### src/rtl/menu_controller.sv
// menu_controller: game/menu sequencer with key holdoff and frame-aligned overlay enable.
// Optional MENU_CTRL_KEYCNT_EN adds key_cnt, the count of accepted keys.
module menu_controller #(
  parameter int MENU_ITEMS   = 3,
  parameter int SPEED_LEVELS = 4,
  parameter int KEY_HOLDOFF  = 4
) (
  input  logic       clk,
  input  logic       rst_n,
  input  logic [7:0] key,
  input  logic       key_valid,
  input  logic       vsync_in,
  input  logic       game_over_in,
  output logic       game_run,
  output logic       game_start,
  output logic       menu_open,
  output logic       menu_visible,
`ifdef MENU_CTRL_KEYCNT_EN
  output logic [15:0] key_cnt,
`endif
  output logic [1:0] cursor,
  output logic [1:0] speed_level
);
  localparam int HW = $clog2(KEY_HOLDOFF + 1);
  localparam logic [7:0] K_ENTER = 8'h0d, K_ESC = 8'h1b, K_UP = 8'h77, K_DOWN = 8'h73;
  localparam logic [7:0] MI8 = 8'(MENU_ITEMS);
  localparam logic [1:0] CMAX = 2'(MENU_ITEMS - 1), SMAX = 2'(SPEED_LEVELS - 1);
  typedef enum logic [1:0] {IDLE, RUN, MENU, OVER} state_t;
  state_t state, state_nx;
  logic [HW-1:0] hold;
  logic [1:0] cursor_nx, speed_nx;
  logic [7:0] digit;
  logic start_nx, acc, kv, v_d;
  assign game_run  = state == RUN;
  assign menu_open = state == MENU;
  assign kv        = key_valid && hold == '0;
  assign digit     = key - 8'h31;
  always_comb begin
    state_nx  = state;
    cursor_nx = cursor;
    speed_nx  = speed_level;
    start_nx  = 1'b0;
    acc       = 1'b0;
    case (state)
      IDLE, OVER: if (kv && key == K_ENTER) begin
        acc = 1'b1;
        state_nx = RUN;
        start_nx = 1'b1;
      end
      RUN: if (game_over_in) state_nx = OVER;
        else if (kv && key == K_ESC) begin
          acc = 1'b1;
          state_nx = MENU;
          cursor_nx = 2'd0;
        end
      MENU: if (kv) begin
        acc = 1'b1;
        if (key == K_ESC) state_nx = RUN;
        else if (key == K_UP) cursor_nx = cursor == 2'd0 ? CMAX : cursor - 2'd1;
        else if (key == K_DOWN) cursor_nx = cursor == CMAX ? 2'd0 : cursor + 2'd1;
        else if (key >= 8'h31 && key <= 8'h33 && digit < MI8) cursor_nx = digit[1:0];
        else if (key == K_ENTER && cursor == 2'd0) state_nx = RUN;
        else if (key == K_ENTER && cursor == 2'd1) speed_nx = speed_level == SMAX ? 2'd0 : speed_level + 2'd1;
        else if (key == K_ENTER && cursor == 2'd2) begin
          state_nx = RUN;
          start_nx = 1'b1;
        end
        else acc = 1'b0;
      end
      default: state_nx = IDLE;
    endcase
  end
  always_ff @(posedge clk or negedge rst_n) begin
    if (!rst_n) begin
      state        <= IDLE;
      cursor       <= 2'd0;
      speed_level  <= 2'd0;
      game_start   <= 1'b0;
      hold         <= '0;
      v_d          <= 1'b0;
      menu_visible <= 1'b0;
    end else begin
      state       <= state_nx;
      cursor      <= cursor_nx;
      speed_level <= speed_nx;
      game_start  <= start_nx;
      hold        <= acc ? HW'(KEY_HOLDOFF) : (hold != '0 ? hold - HW'(1) : hold);
      v_d         <= vsync_in;
      if (vsync_in && !v_d) menu_visible <= menu_open;
    end
  end
`ifdef MENU_CTRL_KEYCNT_EN
  always_ff @(posedge clk or negedge rst_n) begin
    if (!rst_n) key_cnt <= 16'd0;
    else if (acc) key_cnt <= key_cnt + 16'd1;
  end
`endif
endmodule

### config.mk
export PLATFORM = sky130hd
export DESIGN_NAME = menu_controller
export DESIGN_NICKNAME = d
export VERILOG_FILES = /design/src/rtl/menu_controller.sv
export SDC_FILE = /design/constraint.sdc
export NUM_CORES = 1
export LEC_CHECK = 0
export BUFFER_PORTS_ARGS = -buffer_cell sky130_fd_sc_hd__clkbuf_2
export CAP_MARGIN = 20
export CORE_ASPECT_RATIO = 1.5
export CORE_UTILIZATION = 35
export CTS_BUF_LIST = sky130_fd_sc_hd__clkbuf_8 sky130_fd_sc_hd__clkbuf_16
export DETAILED_ROUTE_END_ITERATION = 6
export GPL_ROUTABILITY_DRIVEN = 0
export GPL_TIMING_DRIVEN = 0
export HOLD_SLACK_MARGIN = 0.08
export PLACE_DENSITY = 0.59
export REMOVE_ABC_BUFFERS = 1
export SYNTH_ARGS = -nofsm -noshare
export SYNTH_HDL_FRONTEND = slang
export SYNTH_SLANG_ARGS = --single-unit
### constraint.sdc
create_clock -name clk -period 6.1 [get_ports clk]
set_clock_uncertainty 0.2 [all_clocks]
set_input_delay 0.915 -clock clk [delete_from_list [all_inputs] [get_ports clk]]
set_output_delay 0.915 -clock clk [all_outputs]
set_load 0.01 [all_outputs]
Yosys cells after proc, flatten, opt, wreduce, memory -nomap -nowiden:

Index checks and enable logic that the tools add are counted.

* bits in registers: 12
* bits of input ports: 13
* logic and storage cells: 107

* $add $sub $neg: 5
* magnitude comparators: 3
* eq/ne operators: 22
* muxes and demuxes: 45
* bitwise operators: 5
* reductions and logical operators: 20

Operators by type and width (number)
* $mux 2: 21
* $mux 1: 18
* $eq 8x7->1 const B: 2
* $reduce_and 8->1: 2
* $logic_and 1x1->1: 9
* $ne 3x3->1 const B: 3
* $eq 2x2->1 const B: 4
* $eq 8x4->1 const B: 1
* $eq 8x5->1 const B: 1
* $ge 8x6->1 const B: 1
* $le 8x6->1 const B: 1
* $lt 8x2->1 const B: 1
* $ne 4x1->1 const B: 2
* $sub 8x6->8 const B: 1
* $mux 3: 2
* $ne 2x2->1 const B: 3
* $pmux 2 s3: 1
* $reduce_and 6->1: 1
* $not 1->1: 5
* $add 2x1->2 const B: 2
* $eq 2x1->1 const B: 2
* $logic_not 2->1: 2
* $ne 2x1->1 const B: 2
* $ne 4x4->1 const B: 1
* other kinds (11): 12

Longest topological paths before layout:

Gate-level depths: netlist (run 1).

* word-level depth: 12
* depth in mapped cells: 6
* gate-level depth less buffers: 6

Least setup slack after synthesis (run 1):

Ideal clock, no wire load.

* path kind: input to register
* start: in key[2]
* end: reg cursor[0]
* library setup time: 0.122 ns
* data arrival time: 2.335 ns
* slack: 3.443 ns
* stages on the path: 4
* buffers on the path: 0
* cell sequence: or3_4 > or4_4 > a311o_1 > a32o_1

* word-level cells in the longest chain between the ends: 6
* elaborated cells between the ends (all ways): 19
* classes of those cells: 1 x add/sub; 3 x order compare; 6 x eq/ne; 5 x mux; 4 x reduce/logical

Ends and longest elaborated chain
* start, declared: RTL line 10 `input logic [7:0] key,`
* branches (longest 6 deep; another with $sub 8x6->8)
* end signal, assigned: RTL line 84 `cursor <= cursor_nx;`
* end, declared: RTL line 21 `output logic [1:0] cursor,`

Parallel ways; which one is timed is not known. The select of a mux whose other input is x is not followed.
A chain may end at the register's enable or synchronous reset.

Worst setup path after layout (run 1):

Ends and elaborated chain as after synthesis.

==> impl_metrics.yaml, run 1 <==
detailed_routing:
  viasPerCell: 5.43
  vias: 891
  dr.pass1.iters: 4
  wl_per_cell_microns: 12.9
  drc: 0
  drt_iter0_markers: 7
  wl_mm: 2.11
  drtAntennaViolNets: 0
layout:
  fillers: 291
  layout_common_cells: "20 x clkbuf_2, 12 x inv_1, 12 x ha_1, 12 x dfrtp_1"
  antennaDiodeCount: 0
  final_common_cell: "clkbuf_2"
  final_core_util_pct: 43.9
  drive_gt1_share_pct: 25.2
  synthToLayoutAreaGrowth_pct: 18.8
  final_area_sq_um: 1190
  nNetsFinal: 154
global_routing:
  antenna_found_initial: 0
  grt_first_pass_wirelength_mm: 3.79
  grt_use_total_pct: 16.9
  grt_pass1_vias: 957
  grt_max_degree: 13
  grt-ovfl-total: 0
setup_path:
  critical_path_class: "in -> reg"
  critPathBufInv: 1
  cp-start-kind: "input port"
  reg2reg_setup_slack_ns: 3.74
  worstSetupPathDepth: 5
  cp.required_ns: 6.03
  worstPathArrival_ns: 2.59
  max_stage_delay_ns: 0.51
  endpoint_kind: "register"
  crit_family: "simple AND/OR/NAND/NOR gates"
  cp_max_fo: 7
  reg2reg_depth: 6
  rr_endpoint: "cursor[0]$_DFFE_PN0P_"
  cp_slowest_cell: "or4_4"
  reg2reg_from: "hold[0]$_DFFE_PN0P_"
  worstPathCellList: "clkbuf_2 > or3_4 > or4_4 > a311o_1 > a32o_1"
clocking:
  cts_root_buf: "clkbuf_8"
  clkLatencyLatePin_ns: 0.24
  numCtsBuffers: 3
  cts_tree: "done"
  cts_buffer_depth: 2
  cts_htree_levels: 1
  ctsHoldBuffers: 0
  clkTransAtPathRegs_ns: 0.05
  post-cts-setup-buffers: 0
  cts.repair.resized: 0
  clkSinkCount: 12
place:
  place_area_sq_um: 1150
  portBuffers: 20
  hpwl_mm: 1.76
timing:
  tns_ns: 0
  finalCriticalPeriod_ns: 2.66
  rsz0062_at_grt: "false"
  finalCritPeriodShare_pct: 43.6
  worstMarginPinSlew_ns: 0.508
  fmax_ghz: 0.376
  setup_violations: 0
  max_slew_margin_pct: 65.3
  hold_viol: 0
  drv_slew: 0
die:
  boundaryPins: 21
  std_cell_rows: 23
  dieArea_sq_um: 3080
  fp.dieH_microns: 67.5
  start_util_pct: 37.0
  coreArea_sq_um: 2710
  die_w_microns: 45.6
synthesis:
  avgSynthCellArea_sq_um: 9.61
  syn-instance-count: 104
  netlist_area_sq_um: 1000
  synthDistinctLibCells: 38
  ys.flop_type: "dfrtp_1"
  synth_seq_cells: 12
  synth_edf_count: 0
  ys_seq_area_share_pct: 30.0
  yosys_warnings: 0
  synth_async_sr_flop_share_pct: 100
power_and_ir_drop:
  power_frac_clock_pct: 22.0
  power.total_mw: 0.322
  p_int_mw: 0.208
  pwr_density_cell_nw_per_um2: 272
  seqPwrFrac_pct: 32.1
  vdd_drop_max_v: 0.000117
  comb_power_share_pct: 45.8
  switchingPower_mw: 0.114
  p_sw_share_pct: 35.4
  power_leakage_nw: 0.518
hold_path:
  min_to: "menu_visible$_DFFE_PN0P_"
  hp-class: "reg -> reg"
  hold_start: "v_d$_DFF_PN0_"
  hold_path_depth: 1
run:
  drv_cap: 0
status:
  status: "finished clean"
## cell usage after synthesis, drive strengths merged, types with 3 or more instances
cell | number | area share, %
o21ai | 8 | 4.0
a21oi | 3 | 1.5
o31ai | 3 | 2.3
ha | 12 | 15
nand2b | 3 | 1.9
nor2 | 8 | 3.0
dfrtp | 12 | 30
nand3b | 4 | 3.0
nand2 | 4 | 1.5
inv | 12 | 4.5
## kinds of logic after synthesis
group,count (synthesis),share of synthesized area (%)
AND/OR/NAND/NOR,32,20.3
XOR/XNOR,1,0.876
multiplexers,4,4.26
adder cells (fa/ha/maj),12,15.0
buffers and inverters,12,4.51
flip-flops,12,30.0
AO/OA/AOI/OAI,31,25.0
## worst max path at each step
stage,start,slack [ns],to
3_3_place_gp,key[2],3.19,cursor[0]$_DFFE_PN0P_
6_report,key[2],3.44,cursor[0]$_DFFE_PN0P_
2_1_floorplan,key[2],3.44,cursor[0]$_DFFE_PN0P_
3_5_place_dp,key[2],3.18,cursor[0]$_DFFE_PN0P_
5_1_grt,key[5],3.34,state[1]$_DFFE_PN0P_
4_1_cts,key[2],3.44,cursor[0]$_DFFE_PN0P_
## metal layers
layer  global-route usage (%)  routed length [microns]  up-vias
li1                         -                        -      441
met1                     18.1                      883      416
met2                     30.2                     1080       27
met3                     2.67                       86        7
met4                     9.47                       62        0
met5                        0                        0        -
## flip-flops by register name (all words and copies together) (netlist names)
name          cells
state             2
speed_level       2
hold              3
game_start        1
cursor            2
menu_visible      1
v_d               1
## worst register-to-register path: cells and delay by family, from the launching register on
| kind | cells | cell delay (ns) |
|---|---|---|
| AOI/OAI and AO/OA | 3 | 1.12 |
| DFF | 1 | 0.38 |
| buffers and inverters | 1 | 0.08 |
| adders and majority gates | 1 | 0.21 |
| and+or+nand+nor | 1 | 0.27 |
## cell type report
| type | count | area (sq um) | area share (%) |
|---|---|---|---|
| timing repair buffer | 20 | 100 | 8.43 |
| clock buffer | 3 | 41.3 | 3.48 |
| tap | 37 | 46.3 | 3.90 |
| multi-input combinational | 80 | 654 | 55.1 |
| inverter | 12 | 45.0 | 3.79 |
| sequential | 12 | 300 | 25.3 |
## power groups by stage
stage          Sequential, mW  Clock, mW  Combinational [mW]
2_1_floorplan           0.103          0               0.116
3_3_place_gp            0.104          0               0.143
3_5_place_dp            0.105          0               0.150
4_1_cts                 0.103     0.0733               0.150
5_1_grt                 0.106     0.0755               0.172
6_report                0.104     0.0710               0.148
## metrics by stage
| stage | worst slack [ns] | hold slack [ns] | cells |
|---|---|---|---|
| 2_1_floorplan | 3.44 | 0.217 | 104 |
| 3_3_place_gp | 3.19 | 0.230 | 161 |
| 3_5_place_dp | 3.18 | 0.239 | 161 |
| 4_1_cts | 3.44 | 0.246 | 164 |
| 5_1_grt | 3.34 | 0.260 | 164 |
| 6_report | 3.44 | 0.242 | 164 |
(Power assumes the default switching activity.)
==> inputs of run 2 (changes only) <==
==> constraint.sdc (replaced) <==
create_clock -name clk -period 2.65 [get_ports clk]
set_clock_uncertainty 0.2 [all_clocks]
set_input_delay 0.3975 -clock clk [delete_from_list [all_inputs] [get_ports clk]]
set_output_delay 0.3975 -clock clk [all_outputs]
set_load 0.01 [all_outputs]
==> run 2 against run 1 <==
Effect of this change:
- setup slack worse by 3.1 ns
- register-to-register slack got worse by 3.4 ns
- clock-buffer cell count did not move
- largest power group unchanged
- clock power increased by 130%
- design area increased by 1.7%
- non-clock buffer count is 2 higher
- sequential share of layout area decreased by 0.42 points
- die area did not move
- critical path depth grew 1
==> impl_metrics.yaml, run 2 (same netlist as run 1, synthesis figures left out) <==
die:
  fp.dieH_microns: 67.5
  start_util_pct: 37.0
  dieArea_sq_um: 3080
  coreArea_sq_um: 2710
  die_w_microns: 45.6
  std_cell_rows: 23
  boundaryPins: 21
setup_path:
  cp.required_ns: 2.58
  cp_slowest_cell: "o41a_2"
  endpoint_kind: "register"
  reg2reg_from: "hold[0]$_DFFE_PN0P_"
  reg2reg_depth: 6
  worstPathCellList: "inv_1 > ha_1 > nand3b_1 > o41a_2 > a311o_1 > a32o_1"
  max_stage_delay_ns: 0.58
  rr_endpoint: "cursor[0]$_DFFE_PN0P_"
  reg2reg_setup_slack_ns: 0.29
  worstPathArrival_ns: 2.28
  critical_path_class: "reg -> reg"
  cp-start-kind: "register"
  cp_max_fo: 8
hold_path:
  hp-class: "reg -> reg"
  min_to: "menu_visible$_DFFE_PN0P_"
  hold_start: "v_d$_DFF_PN0_"
  hold_path_depth: 1
place:
  place_area_sq_um: 1150
  place_ws_ns: 0.250
  hpwl_mm: 1.76
  portBuffers: 20
global_routing:
  grt_pass1_vias: 969
  grt_use_met1_pct: 18.1
  gr-max-usage-layer: "met2"
  antenna_found_initial: 0
  grt-ovfl-total: 0
  grt_use_met2_pct: 30.9
  grt_use_total_pct: 17.1
  met3_usage_pct: 2.67
  grt_first_pass_wirelength_mm: 3.83
  grt_max_degree: 13
timing:
  setup_ws_ns: 0.295
  rsz0062_at_grt: "false"
  setup_violations: 0
  max_slew_margin_pct: 65.3
  finalCriticalPeriod_ns: 2.36
  drv_slew: 0
  fmax_ghz: 0.425
  finalCritPeriodShare_pct: 88.9
  tns_ns: 0
  hold_viol: 0
  worstMarginPinSlew_ns: 0.508
layout:
  nNetsFinal: 156
  largest_reg_flops: 3
  synthToLayoutAreaGrowth_pct: 20.8
  drive_gt1_share_pct: 24.8
  antennaDiodeCount: 0
  final_area_sq_um: 1210
  regMostFlops: "hold"
  final_common_cell: "clkbuf_2"
  layout_common_cells: "20 x clkbuf_2, 12 x inv_1, 12 x ha_1, 12 x dfrtp_1"
  fillers: 287
detailed_routing:
  wl_per_cell_microns: 12.9
  wl_mm: 2.14
  drc: 0
  drtAntennaViolNets: 0
  drt_iter0_markers: 7
  dr.pass1.iters: 4
  vias: 897
  viasPerCell: 5.40
status:
  status: "finished clean"
run:
  drv_cap: 0
clocking:
  cts_buffer_depth: 2
  clkTransAtPathRegs_ns: 0.05
  numCtsBuffers: 3
  clkLatencyLatePin_ns: 0.24
  cts_root_buf: "clkbuf_8"
  post-cts-setup-buffers: 0
  cts_tree: "done"
  clkSinkCount: 12
  cts_htree_levels: 1
power_and_ir_drop:
  power_leakage_nw: 0.526
  power.total_mw: 0.745
  vdd_drop_max_v: 0.000269
  pwr_density_cell_nw_per_um2: 617
==> run 2: worst max-delay path: cells and delay by family, from the launching register on <==
kind                     cells  cell delay (ns)
AND/OR/NAND/NOR              1             0.27
buffers and inverters        1             0.08
adder cells (fa/ha/maj)      1             0.21
AO/OA/AOI/OAI                3             1.11
flip-flops                   1             0.38
==> run 2: worst max path at each step <==
stage / from / end / depth (start not counted)
global placement: key[2] / cursor[0]$_DFFE_PN0P_ / 5
CTS: hold[1]$_DFFE_PN0P_ / cursor[0]$_DFFE_PN0P_ / 6
finish: hold[0]$_DFFE_PN0P_ / cursor[0]$_DFFE_PN0P_ / 6
detailed placement: key[2] / cursor[0]$_DFFE_PN0P_ / 5
global route: hold[0]$_DFFE_PN0P_ / cursor[0]$_DFFE_PN0P_ / 6
floorplan: hold[0]$_DFFE_PN0P_ / cursor[0]$_DFFE_PN0P_ / 6
==> run 2: what timing repair did <==
item | in CTS | in global routing
gates resized for setup | 0 | 0
hold buffers | 2 | 0
endpoints found under the setup margin | 0 | 0
hold endpoints to repair | 13 | 0
==> run 2: power breakdown <==
group / switching (mW) / internal, mW / leakage, nW / total, mW
registers: 0.0205 / 0.218 / 0.151 / 0.238
clock network: 0.0636 / 0.0999 / 0.0216 / 0.164
logic: 0.179 / 0.164 / 0.354 / 0.343
==> run 2: through the flow <==
| step | std cells | util (%) | hold slack [ns] |
|---|---|---|---|
| after global routing | 166 | 44.6 | 0.260 |
| after global placement | 161 | 42.4 | 0.102 |
| after floorplan | 104 | - | -0.0981 |
| after CTS | 166 | 44.6 | 0.246 |
| after detailed placement | 161 | 42.4 | 0.106 |
| final | 166 | 44.6 | 0.242 |
==> run 2: area by class of cell <==
cell class / count / area, sq um / share of cell area [%]
multi-input cells: 80 / 654 / 54.2
inverters: 12 / 45.0 / 3.73
clock buffers: 3 / 41.3 / 3.42
flip-flops and latches: 12 / 300 / 24.9
repair buffers: 22 / 120 / 9.95
well taps: 37 / 46.3 / 3.83
==> run 2: routing by layer <==
layer	share of wire [%]	routed length, microns	vias to the layer above
met4	2.9	62	0
met3	3.8	82	7
li1	-	-	445
met5	0	0	-
met1	42	893	418
met2	51	1100	27
==> inputs of run 3 (changes only) <==
--- a/config.mk
+++ b/config.mk
@@ -14,7 +14,7 @@
 export GPL_ROUTABILITY_DRIVEN = 0
 export GPL_TIMING_DRIVEN = 0
 export HOLD_SLACK_MARGIN = 0.08
-export PLACE_DENSITY = 0.59
+export PLACE_DENSITY = 0.65
 export REMOVE_ABC_BUFFERS = 1
 export SYNTH_ARGS = -nofsm -noshare
 export SYNTH_HDL_FRONTEND = slang
==> run 3 against run 2 <==
Effect of this change:
- non-clock buffer count fell by 1
- hold slack got worse by 0.16 ns
- register-to-register slack got worse by 0.03 ns
- clock power is essentially flat
- power rose by 0.64%
- sequential share of layout area is 0.21 points higher
- wire length increased by 1.6%
- via count down 0.89%
- setup slack got worse by 0.029 ns
- clock-buffer cell count stayed put
==> impl_metrics.yaml, run 3 (same netlist as run 1, synthesis figures left out) <==
run:
  drv_cap: 0
layout:
  drive_gt1_share_pct: 25.0
  synthToLayoutAreaGrowth_pct: 19.8
  finalNonFillerCells: 165
  final_area_sq_um: 1200
  final_common_cell: "clkbuf_2"
  regMostFlops: "hold"
  nNetsFinal: 155
  antennaDiodeCount: 0
  final_core_util_pct: 44.3
  layout_common_cells: "20 x clkbuf_2, 12 x inv_1, 12 x ha_1, 12 x dfrtp_1"
  largest_reg_flops: 3
hold_path:
  hold_path_depth: 1
  min_to: "v_d$_DFF_PN0_"
  hp-class: "in -> reg"
  hold_start: "vsync_in"
die:
  fp.dieH_microns: 67.5
  std_cell_rows: 23
  dieArea_sq_um: 3080
  die_w_microns: 45.6
  boundaryPins: 21
  start_util_pct: 37.0
  coreArea_sq_um: 2710
setup_path:
  cp.required_ns: 2.58
  reg2reg_depth: 6
  critical_path_class: "reg -> reg"
  reg2reg_setup_slack_ns: 0.27
  cp-start-kind: "register"
  reg2reg_from: "hold[0]$_DFFE_PN0P_"
  rr_endpoint: "cursor[0]$_DFFE_PN0P_"
  cp_max_fo: 8
  worstPathArrival_ns: 2.31
  endpoint_kind: "register"
power_and_ir_drop:
  power_frac_clock_pct: 22.0
  pwr_density_cell_nw_per_um2: 626
  p_int_mw: 0.481
  p_sw_share_pct: 35.8
  power_leakage_nw: 0.522
  vdd_drop_max_v: 0.000262
  seqPwrFrac_pct: 31.7
  switchingPower_mw: 0.268
  comb_power_share_pct: 46.3
clocking:
  cts_root_buf: "clkbuf_8"
  cts_tree: "done"
  clkTransAtPathRegs_ns: 0.05
  numCtsBuffers: 3
  clkSinkCount: 12
  cts.repair.resized: 0
  cts_buffer_depth: 2
  clkLatencyLatePin_ns: 0.24
  cts_htree_levels: 1
timing:
  drv_slew: 0
  hold_viol: 0
  tns_ns: 0
  rsz0062_at_grt: "false"
  worstMarginPinSlew_ns: 0.569
  fmax_ghz: 0.419
  max_slew_margin_pct: 61.1
  setup_violations: 0
  finalCritPeriodShare_pct: 90.0
  finalCriticalPeriod_ns: 2.38
place:
  place_area_sq_um: 1150
  portBuffers: 20
  hpwl_mm: 1.78
  place_inst: 161
detailed_routing:
  wl_per_cell_microns: 13.2
  vias: 889
  dr.pass1.iters: 4
  drc: 0
  drt_iter0_markers: 25
  drtAntennaViolNets: 0
  viasPerCell: 5.39
  wl_mm: 2.17
global_routing:
  antenna_found_initial: 0
  grt_use_total_pct: 16.1
  grt_max_degree: 13
  grt_pass1_vias: 838
  grt_first_pass_wirelength_mm: 3.51
  grt-ovfl-total: 0
status:
  status: "finished clean"
[run 3: layout make-up]
cell class                      count  area (sq um)
Clock buffer                        3          41.3
Timing Repair Buffer               21           110
Sequential cell                    12           300
Inverter                           12          45.0
Multi-Input combinational cell     80           654
Tap cell                           37          46.3
Fill cell                         281          1510
[run 3: power by group through the flow]
stage / logic [mW] / registers, mW / clock network [mW]
2_1_floorplan: 0.266 / 0.237 / 0
3_3_place_gp: 0.328 / 0.240 / 0
3_5_place_dp: 0.344 / 0.240 / 0
4_1_cts: 0.348 / 0.237 / 0.167
5_1_grt: 0.395 / 0.242 / 0.177
6_report: 0.347 / 0.237 / 0.165
[run 3: per-layer routing]
layer	routed length, microns	global-route usage, %	vias up
li1	-	-	442
met1	874	17.4	417
met5	0	0	-
met3	69	2.67	7
met4	57	8.71	0
met2	1170	28.4	23
[run 3: worst max-delay path by stage]
stage | from | endpoint | slack (ns) | cells after the start
2_1_floorplan | hold[0]$_DFFE_PN0P_ | cursor[0]$_DFFE_PN0P_ | 0.50 | 6
3_3_place_gp | key[2] | cursor[0]$_DFFE_PN0P_ | 0.26 | 5
3_5_place_dp | key[2] | cursor[0]$_DFFE_PN0P_ | 0.26 | 5
4_1_cts | hold[0]$_DFFE_PN0P_ | cursor[0]$_DFFE_PN0P_ | 0.26 | 6
5_1_grt | hold[0]$_DFFE_PN0P_ | cursor[0]$_DFFE_PN0P_ | 0.13 | 6
6_report | hold[0]$_DFFE_PN0P_ | cursor[0]$_DFFE_PN0P_ | 0.27 | 6
[run 3: critical path, stage by stage, from the launching register on]
cell      delay [ns]
dfrtp_1         0.38
inv_1           0.09
ha_1            0.22
nand3b_1        0.26
o41a_2          0.58
a311o_1         0.32
a32o_1          0.21
[run 3: what timing repair did]
action,4_1_cts,5_1_grt
endpoints found under the setup margin,0,0
hold endpoints to repair,12,0
setup buffers,0,0
hold buffers,1,0
[run 3: stage by stage]
| stage | power, mW | hold slack, ns | worst slack [ns] |
|---|---|---|---|
| 2_1_floorplan | 0.503 | -0.0981 | 0.497 |
| 3_3_place_gp | 0.568 | 0.0964 | 0.261 |
| 3_5_place_dp | 0.584 | 0.102 | 0.257 |
| 4_1_cts | 0.752 | 0.0859 | 0.258 |
| 5_1_grt | 0.813 | 0.0873 | 0.125 |
| 6_report | 0.749 | 0.0850 | 0.266 |
